===== src/rtl/boot_pkg.sv =====
// boot_pkg: shared state encoding and sizing helpers for the program loader.
`default_nettype none

package boot_pkg;

    typedef enum logic [1:0] {
        WR  = 2'd0,
        VR  = 2'd1,
        RUN = 2'd2,
        ERR = 2'd3
    } boot_state_e;

    // The image source presents its word one clock after the address.
    localparam int IMG_SRC_LAT = 1;

    function automatic int cnt_w(input int depth);
        return $clog2(depth) + 1;
    endfunction

endpackage

`default_nettype wire


===== src/rtl/boot_align_dly.sv =====
// boot_align_dly: DEPTH-stage data delay line with a valid bit; DEPTH=0 is a wire.
`default_nettype none

module boot_align_dly #(
    parameter int W     = 16,
    parameter int DEPTH = 0
) (
    input  logic         clk,
    input  logic         rst_n,
    input  logic         valid_i,
    input  logic [W-1:0] data_i,
    output logic         valid_o,
    output logic [W-1:0] data_o
);

    if (DEPTH == 0) begin : g_pass
        logic unused_clk_rst;
        assign unused_clk_rst = clk ^ rst_n;
        assign valid_o        = valid_i;
        assign data_o         = data_i;
    end else begin : g_pipe
        logic [DEPTH-1:0] vld_q;
        logic [W-1:0]     dat_q [DEPTH];

        always_ff @(posedge clk or negedge rst_n) begin
            if (!rst_n) begin
                vld_q <= '0;
                for (int i = 0; i < DEPTH; i++) begin
                    dat_q[i] <= '0;
                end
            end else begin
                vld_q[0] <= valid_i;
                dat_q[0] <= data_i;
                for (int i = 1; i < DEPTH; i++) begin
                    vld_q[i] <= vld_q[i-1];
                    dat_q[i] <= dat_q[i-1];
                end
            end
        end

        assign valid_o = vld_q[DEPTH-1];
        assign data_o  = dat_q[DEPTH-1];
    end

endmodule

`default_nettype wire


===== src/rtl/boot_loader.sv =====
// boot_loader: copies an image ROM into program BSRAM, optionally verifies it,
// then releases the CPU and hands the BSRAM address bus to its program counter.
`default_nettype none

module boot_loader
    import boot_pkg::*;
#(
    parameter int DATA_W    = 16,
    parameter int ADDR_W    = 11,
    parameter int IMG_DEPTH = 16,
    parameter int VERIFY    = 1,
    parameter int RD_LAT    = 1
) (
    input  logic              clk,
    input  logic              rst,
    input  logic              start,
    output logic [ADDR_W-1:0] img_addr,
    input  logic [DATA_W-1:0] img_data,
    input  logic [ADDR_W-1:0] cpu_pc,
    output logic              mem_ce,
    output logic              mem_wre,
    output logic [ADDR_W-1:0] mem_ad,
    output logic [DATA_W-1:0] mem_din,
    input  logic [DATA_W-1:0] mem_dout,
    output logic              cpu_rst_n,
    output logic              busy,
    output logic              done,
    output logic              err,
    output logic [ADDR_W-1:0] err_addr
);

    // The verify pass runs the index past the image end while compares drain.
    localparam int                IDX_W        = cnt_w(IMG_DEPTH + RD_LAT - 1);
    localparam int                CMP_LAT      = IMG_SRC_LAT + RD_LAT - 1;
    localparam logic [IDX_W-1:0]  IDX_END      = IDX_W'(IMG_DEPTH);
    localparam logic [IDX_W-1:0]  IDX_LAST_CMP = IDX_W'(IMG_DEPTH - 1);
    localparam logic [IDX_W-1:0]  IDX_CMP_LAT  = IDX_W'(CMP_LAT);
    localparam logic [IDX_W-1:0]  IDX_ONE      = IDX_W'(1);

    boot_state_e       state_q, state_d;
    logic [IDX_W-1:0]  idx_q, idx_d;
    logic              err_q, err_d;
    logic [ADDR_W-1:0] err_addr_q, err_addr_d;
    logic              cpu_rst_n_q;
    logic              src_valid_q;

    logic              dly_valid;
    logic [DATA_W-1:0] dly_data;
    logic              wr_active;
    logic              rd_issue;
    logic              cmp_en;
    logic              cmp_fail;
    logic [IDX_W-1:0]  cmp_idx;

    assign wr_active = (state_q == WR) && (idx_q != '0);
    assign rd_issue  = (state_q == VR) && (idx_q < IDX_END);
    assign cmp_idx   = idx_q - IDX_CMP_LAT;
    assign cmp_en    = (state_q == VR) && dly_valid;
    assign cmp_fail  = cmp_en && (mem_dout != dly_data);

    // Source words trail their read address by one clock; stretch them to BSRAM latency.
    boot_align_dly #(
        .W     (DATA_W),
        .DEPTH (RD_LAT - 1)
    ) u_align (
        .clk     (clk),
        .rst_n   (rst),
        .valid_i (src_valid_q),
        .data_i  (img_data),
        .valid_o (dly_valid),
        .data_o  (dly_data)
    );

    always_ff @(posedge clk or negedge rst) begin
        if (!rst) begin
            state_q     <= WR;
            idx_q       <= '0;
            err_q       <= 1'b0;
            err_addr_q  <= '0;
            cpu_rst_n_q <= 1'b0;
            src_valid_q <= 1'b0;
        end else begin
            state_q     <= state_d;
            idx_q       <= idx_d;
            err_q       <= err_d;
            err_addr_q  <= err_addr_d;
            cpu_rst_n_q <= (state_d == RUN);
            src_valid_q <= rd_issue;
        end
    end

    always_comb begin
        state_d    = state_q;
        idx_d      = idx_q;
        err_d      = err_q;
        err_addr_d = err_addr_q;
        case (state_q)
            WR: begin
                if (idx_q == IDX_END) begin
                    idx_d   = '0;
                    state_d = (VERIFY != 0) ? VR : RUN;
                end else begin
                    idx_d = idx_q + IDX_ONE;
                end
            end
            VR: begin
                if (cmp_fail) begin
                    state_d    = ERR;
                    idx_d      = '0;
                    err_d      = 1'b1;
                    err_addr_d = ADDR_W'(cmp_idx);
                end else if (cmp_en && (cmp_idx == IDX_LAST_CMP)) begin
                    state_d = RUN;
                    idx_d   = '0;
                end else begin
                    idx_d = idx_q + IDX_ONE;
                end
            end
            RUN, ERR: begin
                if (start) begin
                    state_d    = WR;
                    idx_d      = '0;
                    err_d      = 1'b0;
                    err_addr_d = '0;
                end
            end
            default: state_d = WR;
        endcase
    end

    always_comb begin
        img_addr = '0;
        mem_wre  = 1'b0;
        mem_ad   = '0;
        mem_din  = '0;
        case (state_q)
            WR: begin
                if (idx_q < IDX_END) begin
                    img_addr = ADDR_W'(idx_q);
                end
                if (wr_active) begin
                    mem_wre = 1'b1;
                    mem_ad  = ADDR_W'(idx_q - IDX_ONE);
                    mem_din = img_data;
                end
            end
            VR: begin
                if (rd_issue) begin
                    img_addr = ADDR_W'(idx_q);
                    mem_ad   = ADDR_W'(idx_q);
                end
            end
            RUN:     mem_ad = cpu_pc;
            default: mem_ad = '0;
        endcase
    end

    assign mem_ce    = 1'b1;
    assign cpu_rst_n = cpu_rst_n_q;
    assign busy      = (state_q == WR) || (state_q == VR);
    assign done      = (state_q == RUN);
    assign err       = err_q;
    assign err_addr  = err_addr_q;

endmodule

`default_nettype wire


===== config.mk =====
export PLATFORM = sky130hd
export DESIGN_NAME = boot_loader
export DESIGN_NICKNAME = d
export VERILOG_FILES = /design/src/rtl/boot_pkg.sv /design/src/rtl/boot_align_dly.sv /design/src/rtl/boot_loader.sv
export SDC_FILE = /design/constraint.sdc
export NUM_CORES = 1
export LEC_CHECK = 0
export CELL_PAD_IN_SITES_DETAIL_PLACEMENT = 0
export CELL_PAD_IN_SITES_GLOBAL_PLACEMENT = 1
export CORE_MARGIN = 2
export CORE_UTILIZATION = 26
export CTS_BUF_LIST = sky130_fd_sc_hd__clkbuf_2
export DETAILED_ROUTE_END_ITERATION = 6
export PLACE_DENSITY_LB_ADDON = 0.1
export REMOVE_ABC_BUFFERS = 1
export SYNTH_ARGS = -nofsm -noshare
export SYNTH_HDL_FRONTEND = slang
export SYNTH_SLANG_ARGS = --single-unit

===== constraint.sdc =====
create_clock -name clk -period 6.1 [get_ports clk]
set_clock_uncertainty 0.05 [all_clocks]
set_input_delay 0.915 -clock clk [delete_from_list [all_inputs] [get_ports clk]]
set_output_delay 0.915 -clock clk [all_outputs]
set_load 0.05 [all_outputs]

==> impl_metrics.tcl, run 1 <==
set metrics [dict create \
    status "complete, no violations" \
    io_buffers 86 \
    ir_drop_uv 282 \
    initial_utilization_pct 26.5 \
    finalCriticalPeriod_ns 4.42 \
    cap_violations 0 \
    synth_cell_types 36 \
    final_cell_mix "86 x clkdlybuf4s50_1, 20 x xnor2_1, 19 x and2_1" \
    r2r_slack_ns 3.76 \
    grt_max_degree 21 \
    dpl_worst_slack_ns 1.97 \
    num-nets-final 308 \
    gp_congestion 0.845 \
    required_ns 5.13 \
    diodes 0 \
    yosysSeqAreaShare_pct 26.2 \
    dr.pass1.iters 4 \
    syn_inst 177 \
    rsz0062_at_grt "no" \
    final_util_pct 42.7 \
    leakage_nw 0.885 \
    pin_count 101 \
    grt_pass1_vias 1405 \
    syn_area_per_cell_um2 8.10 \
    reg2reg_from "state_q[1]" \
    route.detailed.drc 0 \
    ys_warn_count 0 \
    totalWireLength_mm 4.35 \
    crit_path_end_kind "output pin" \
    ff_latch_area_um2 375 \
    clock_insertion_delay_worst_skew_ns 0.29 \
    ctsResizeCount 0 \
    ys_seq_elements 15 \
    core_area_mm2 0.00541 \
    critPathLaunchType "flop" \
    r2r-end "err_addr[1]" \
    die_x_um 78.3 \
    ant_nets 0 \
    fmax_mhz 226 \
    cellPowerDensity_mw_per_mm2 566 \
    power_mw 1.31 \
    internal_power_uw 511 \
    synthArstFlopShare_pct 100 \
    setup-violations-final 0 \
    critPathMaxFanout 19 \
    cts_max_path_buffers 2 \
    post-route-period-util_pct 72.5 \
    cts_hold_buf 0 \
    track_usage_pct 13.9 \
    drive_gt1_share_pct 3.49 \
    setup_ws_ns 1.68 \
    rows 27 \
    layout_commonest_cell "clkdlybuf4s50_1" \
    cts_num_sinks 15 \
    hold_viol 0 \
    power_switching_uw 794 \
    drt-initial-drc-count 32 \
    combPwrFrac_pct 81.5 \
    synth_area_mm2 0.00143 \
    synth_top_area_cell "dfrtp_1" \
    pwr-share-seq_pct 14.8 \
    vias_per_cell 4.35 \
    relSlewSlack_pct 28.0 \
    synthTopCellsByArea "dfrtp_1 26%, xnor2_1 12%, and2_1 8.3%" \
    htree_levels 1 \
    grt_antenna_before_repair 0 \
    multi_input_area_um2 930 \
    holdCritPathClass "reg -> reg" \
    syn2layout_area_growth_pct 60.8 \
    slew_violations 0 \
    dp_hpwl_mm 3.51 \
    postCtsSetupBuffers 0 \
    cts_tree "built" \
    clk_pin_slew_worst_paths_ns 0.17 \
    numCtsBuffers 3 \
    synth_edf_count 0 \
    crit_path_start "idx_q[0]" \
    crit_type "reg -> out" \
    vias 1435 \
    power.share.clock_pct 3.7 \
    fillers 576 \
    grt_first_pass_wirelength_mm 6.87 \
    rr_worst_depth 4 \
    worst_pin_slew_ns 1.08 \
    ys.flop_type "dfrtp_1" \
    finalSetupTns_ns 0 \
    cts_root_buf "clkbuf_2" \
    swShare_pct 60.8 \
    crit_arrival_ns 3.46 \
    synth_top_area_share_pct 26.2 \
    die_h_um 78.3 \
    overflow 0 \
    routedWlPerCell_um 13.2 \
    dieArea_mm2 0.00612 \
    crit_end "mem_ad[10]" \
]
==> worst max-delay path: stages, from the launching register on <==
cell             delay (ns)
dfrtp_1                0.49
inv_1                  0.15
ha_1                   0.28
nor3b_4                0.19
and2_1                 0.18
nand2b_1               0.17
inv_1                  0.36
nand4_1                0.32
a21oi_1                0.22
clkdlybuf4s50_1        0.81
==> synthesized netlist by cell type (6+ instances only) <==
cell	number
o21ai_0	9
xnor2_1	20
nand4_1	8
and2_1	19
nand2_1	14
nor2_1	8
nor3_1	8
buf_4	14
dfrtp_1	15
a21oi_1	11
inv_1	8
mux2i_1	6
==> power by group through the flow <==
| stage | logic, mW | clock network (mW) | registers [mW] |
|---|---|---|---|
| global route | 1.12 | 0.0550 | 0.202 |
| detailed placement | 1.07 | 0 | 0.195 |
| finish | 1.06 | 0.0482 | 0.193 |
| floorplan | 0.675 | 0 | 0.240 |
| CTS | 1.07 | 0.0512 | 0.194 |
| global placement | 1.08 | 0 | 0.197 |
==> sequential cells by signal (all words and copies together) (netlist names) <==
| register | cells |
|---|---|
| idx_q | 5 |
| cpu_rst_n | 1 |
| src_valid_q | 1 |
| state_q | 2 |
| err | 1 |
| err_addr | 5 |
==> cell families after synthesis <==
group	share of synthesized area [%]
adder cells (fa/ha/maj)	2.62
multiplexers	4.19
XOR/XNOR	13.4
other	0.524
flip-flops	26.2
buffers and inverters	12.1
AO/OA/AOI/OAI	15.8
AND/OR/NAND/NOR	25.1
==> how the worst min path moves through the flow <==
stage	to	cells past startpoint	from	slack [ns]
finish	err	1	err	0.45
global route	err	1	err	0.48
CTS	err	1	err	0.46
detailed placement	err	1	err	0.42
global placement	err	1	err	0.43
floorplan	state_q[1]	2	src_valid_q	0.49
==> layer usage <==
metal	up-vias	wire length (µm)	track usage, %
met5	-	0	0
met4	0	15	3.16
met3	2	216	1.95
met2	40	2030	22.7
li1	741	-	-
met1	652	2090	19.5
==> layout make-up <==
class	instances	area share (%)
inverter	8	1.30
tap	72	3.91
multi-input combinational	145	40.3
clock buffer	3	0.651
clock inverter	1	0.217
timing repair buffer	86	37.3
sequential	15	16.3
==> per-stage QoR <==
stage	hold WS (ns)	std cells	area [µm²]
final	0.452	330	2310
after detailed placement	0.423	326	2290
after global routing	0.478	330	2310
after CTS	0.463	330	2310
after global placement	0.428	326	2290
after floorplan	0.490	168	1340
Note: power is estimated with default switching activity, not from simulation.
==> run 2: changes to the inputs <==
Settings changed: CORE_UTILIZATION 26 to 24.
Clock period 6.1 ns to 4.6 ns, I/O delays scaled along.
==> run 2 against run 1 <==
Against the previous run: combinational power increased by 34%; global-route usage decreased by 0.83 points; utilization down 3.1 points; worst setup slack lost 1.1 ns; sequential power rose by 34%; design area rose by 0.49%; die area up 7.9%; first-iteration DRC count rose by 31%; highest routed layer unchanged.
==> impl_metrics.tcl, run 2 (synthesis gave the netlist of run 1 again) <==
set metrics [dict create \
    ctsResizeCount 0 \
    finalSetupTns_ns 0 \
    ant_nets 0 \
    critPathLaunchType "flop" \
    routedWlPerCell_um 13.6 \
    drt-initial-drc-count 42 \
    cellPowerDensity_mw_per_mm2 755 \
    final_cell_mix "86 x clkdlybuf4s50_1, 20 x xnor2_1, 19 x and2_1" \
    numCtsBuffers 3 \
    grt_antenna_before_repair 0 \
    syn2layout_area_growth_pct 61.6 \
    vias_per_cell 4.36 \
    drive_gt1_share_pct 3.86 \
    hold_start "err" \
    dp_hpwl_mm 3.68 \
    pin_count 101 \
    holdPathEnd "err" \
    place_area_mm2 0.00230 \
    post-route-period-util_pct 87.6 \
    route.detailed.drc 0 \
    holdCritPathClass "reg -> reg" \
    clk_pin_slew_worst_paths_ns 0.15 \
    hold_viol 0 \
    vias 1456 \
    setup_ws_ns 0.570 \
    dr.pass1.iters 4 \
    setup-violations-final 0 \
    critPathMaxFanout 19 \
    r2r_slack_ns 2.26 \
    cts_max_path_buffers 2 \
    finalCriticalPeriod_ns 4.03 \
    totalWireLength_mm 4.55 \
    multi_input_area_um2 930 \
    rsz0062_at_grt "no" \
    grt_pass1_vias 1374 \
    required_ns 3.86 \
    r2r-end "err_addr[2]" \
    leakage_nw 0.891 \
    crit_type "reg -> out" \
    final_util_pct 39.6 \
    fmax_mhz 248 \
    postCtsSetupBuffers 0 \
    cts_num_sinks 15 \
    cts_root_buf "clkbuf_2" \
    crit_path_end_kind "output pin" \
    die_h_um 81.3 \
    relSlewSlack_pct 29.5 \
    die_x_um 81.3 \
    clock_insertion_delay_worst_skew_ns 0.28 \
    cts_tree "built" \
    initial_utilization_pct 24.5 \
    slew_violations 0 \
    core_area_mm2 0.00585 \
    dieArea_mm2 0.00661 \
    worst_pin_slew_ns 1.05 \
    cts_hold_buf 0 \
    min_path_cells 1 \
    grt_max_degree 21 \
    final_cell_area_mm2 0.00232 \
    diodes 0 \
    track_usage_pct 13.1 \
    gp_congestion 0.742 \
    status "complete, no violations" \
    ir_drop_uv 386 \
    rr_worst_depth 4 \
    num-nets-final 309 \
    overflow 0 \
    dpl_worst_slack_ns 0.889 \
    rows 28 \
    ff_latch_area_um2 375 \
    grt_first_pass_wirelength_mm 6.69 \
    io_buffers 86 \
    reg2reg_from "state_q[1]" \
    crit_arrival_ns 3.29 \
    htree_levels 1 \
    cap_violations 0 \
    layout_commonest_cell "clkdlybuf4s50_1" \
    fillers 609 \
]
-- run 2: cell count changes in the layout (fill, tap and decap cells not counted), sizes merged --
| cell | before | now |
|---|---|---|
| buf | 0 | 1 |
| clkbuf | 3 | 4 |
| clkinv | 1 | 0 |
-- run 2: how the worst max path moves through the flow --
| stage | from | to | slack [ns] | cells after the start |
|---|---|---|---|---|
| after floorplan | idx_q[0] | mem_ad[10] | 0.94 | 8 |
| after global placement | idx_q[0] | mem_ad[6] | 0.97 | 10 |
| after detailed placement | idx_q[0] | mem_ad[6] | 0.89 | 10 |
| after CTS | idx_q[0] | mem_ad[6] | 0.53 | 10 |
| after global routing | idx_q[0] | mem_ad[8] | 0.33 | 10 |
| final | idx_q[0] | mem_ad[6] | 0.57 | 10 |
-- run 2: layout make-up --
class | instances | share of cell area (%)
Sequential cell | 15 | 16.2
Clock buffer | 4 | 0.864
Timing Repair Buffer | 87 | 37.5
Multi-Input combinational cell | 145 | 40.1
Tap cell | 75 | 4.05
Inverter | 8 | 1.30
-- run 2: worst max-delay path, stage by stage, from the launching register on --
cell	delay, ns
dfrtp_1	0.50
inv_1	0.16
ha_1	0.28
nor3b_4	0.19
and2_1	0.18
nand2b_1	0.17
inv_1	0.06
buf_4	0.19
nand4_1	0.26
a21oi_1	0.22
clkdlybuf4s50_1	0.82
-- run 2: where the power goes --
group          switching [mW]  internal [mW]  leakage, nW
clock network          0.0429         0.0231       0.0166
registers              0.0774          0.181        0.193
logic                   0.938          0.486        0.681
total                    1.06          0.690        0.891
-- run 2: layer usage --
metal	GRT usage, %	wire length [µm]	part of all wire (%)	vias up
li1	-	-	-	744
met1	17.6	2060	45	668
met2	22.1	2270	50	42
met3	1.44	201	4.4	2
met4	3.56	19	0.42	0
met5	0	0	0	-
-- run 2: metrics by stage --
stage,hold slack (ns),std cells,power [mW]
after floorplan,0.344,168,1.21
after global placement,0.427,330,1.70
after detailed placement,0.419,330,1.69
after CTS,0.458,334,1.76
after global routing,0.485,334,1.86
final,0.451,334,1.75
==> RTL change: new RTL, flow settings as in run 2 <==
Take the reset off `err_addr_q` and load it in a clocked block of its own.
--- a/src/rtl/boot_loader.sv
+++ b/src/rtl/boot_loader.sv
@@ -76,17 +76,19 @@
             state_q     <= WR;
             idx_q       <= '0;
             err_q       <= 1'b0;
-            err_addr_q  <= '0;
             cpu_rst_n_q <= 1'b0;
             src_valid_q <= 1'b0;
         end else begin
             state_q     <= state_d;
             idx_q       <= idx_d;
             err_q       <= err_d;
-            err_addr_q  <= err_addr_d;
             cpu_rst_n_q <= (state_d == RUN);
             src_valid_q <= rd_issue;
         end
+    end
+
+    always_ff @(posedge clk) begin
+        err_addr_q <= err_addr_d;
     end
 
     always_comb begin
Formal check against the unedited RTL: no difference found for any inputs over 10 cycles, from zero or initial values and one cycle with rst low; that may be too few to reach the edited logic, so the function may still have changed.
==> RTL change against run 2 <==
  * Setup slack improved by 0.24 ns
  * Routed wire length decreased by 5.3%
  * Sequential cell count did not move
  * Non-clock buffer count fell by 1
  * Global-route usage is 0.24 points higher
  * Critical path depth is 3 lower
  * Final area fell by 0.59%
  * Area after synthesis is 1.2% higher
  * Via count decreased by 4.7%
  * Fmax up 6.3%
  * Sequential power is 16% higher
  * Utilization fell by 0.47 points
  * Total power increased by 2.3%
  * Cell count decreased by 1.2%
==> RTL change: results (changes against run 2) <==
First-pass GRT wire length: 6.93 mm (was 6.69 mm)
Status: finished clean (unchanged)
Nets: 305 (was 309)
Crit path max fanout: 10 (was 19)
Inverters: 7 (was 8)
LEAKAGE: 0.000900 uW (was 0.000891 uW)
Cell Count, Final, Fillers Out: 330 (was 334)
Crit path DAT: 3.05 ns (was 3.29 ns)
Vias in the first global route: 1315 (was 1374)
WL met2: 2.16 mm (was 2.27 mm)
Netlist cell types: 39 (was 36)
Initial DRC Count: 70 (was 42)
Signal buffers: 86 (was 87)
Placed Area: 2280 sq um (was 2300 sq um)
Fraction of area in multi-input gates: 39.1% (was 40.1%)
Comb_multi_in: 143 (was 145)
Adder-cell share of the synthesized area: 2.59% (was 2.62%)
Minimum hold slack: 0.459 ns (was 0.451 ns)
Most common library cells after synthesis: 19 x xnor2_1, 17 x nor2_1, 16 x nand2_1, 15 x buf_4, 13 x a21oi_1 (was 20 x xnor2_1, 19 x and2_1, 15 x dfrtp_1, 14 x buf_4, 14 x nand2_1)
Drt total wl: 4.31 mm (was 4.55 mm)
Initial antenna violation count: 0 (unchanged)
Number of enable flip-flop cells after synthesis: 5 (was 0)
Synth Area in XOR/XNOR: 13.3% (was 13.4%)
Synth Area in Compound Gates: 13.0% (was 15.8%)
Peak VDD IR: 0.000432 V (was 0.000386 V)
M1 WL: 1.83 mm (was 2.06 mm)
Largest net degree at the start of global routing: 26 (was 21)
Die width: 81.8 microns (was 81.3 microns)
ClkCell Share: 0.869% (was 0.864%)
Mux share of post-synthesis cell area: 0% (was 4.19%)
Fillers: 611 (was 609)
Met1 GRT Util: 18.8% (was 17.6%)
Async set or reset register ratio after synthesis: 66.7% (was 100%)
HPWL Detailed: 3.56 mm (was 3.68 mm)
Routability cong.: 0.749 (was 0.742)
Register area share after synthesis: 27.6% (was 26.2%)
Slew HR: 49.1% (was 29.5%)
Drt via density: 4.21 (was 4.36)
Signal buffers share of area: 37.4% (was 37.5%)
Layout cells sized above 1: 11.0% (was 3.86%)
Met3 Use GR: 2.42% (was 1.44%)
RTL change: cell types whose count changed after synthesis, moves of 5 or more:
cell and delta:
and2_1 -15, and2_2 +6, and2_4 +9, dfrtp_1 -5
edfxtp_1 +5, mux2i_1 -6, nor2_1 +9, o21ai_0 -5
RTL change: path summary, 6_finish.rpt:
check,end,cells after the start
setup / recovery,mem_ad[9],7
hold / removal,err,2
setup reg to reg,idx_q[4],7
hold reg to reg,err,2
max in group asynchronous,idx_q[3],1
min in group asynchronous,cpu_rst_n,1
RTL change: power breakdown:
| group | internal (uW) | switching, uW | leakage (uW) |
|---|---|---|---|
| Sequential | 209 | 88.6 | 0.000175 |
| Combinational | 494 | 933 | 0.000709 |
| Clock | 19.7 | 45.0 | 0.0000164 |
| Total | 722 | 1070 | 0.000900 |
RTL change: worst max-delay path: cells and delay by family, from the launching register on:
kind	cells	cell delay [ns]
buffers and inverters	2	0.96
DFF	1	0.59
AOI/OAI and AO/OA	2	0.26
adders and majority gates	1	0.24
and+or+nand+nor	2	0.71
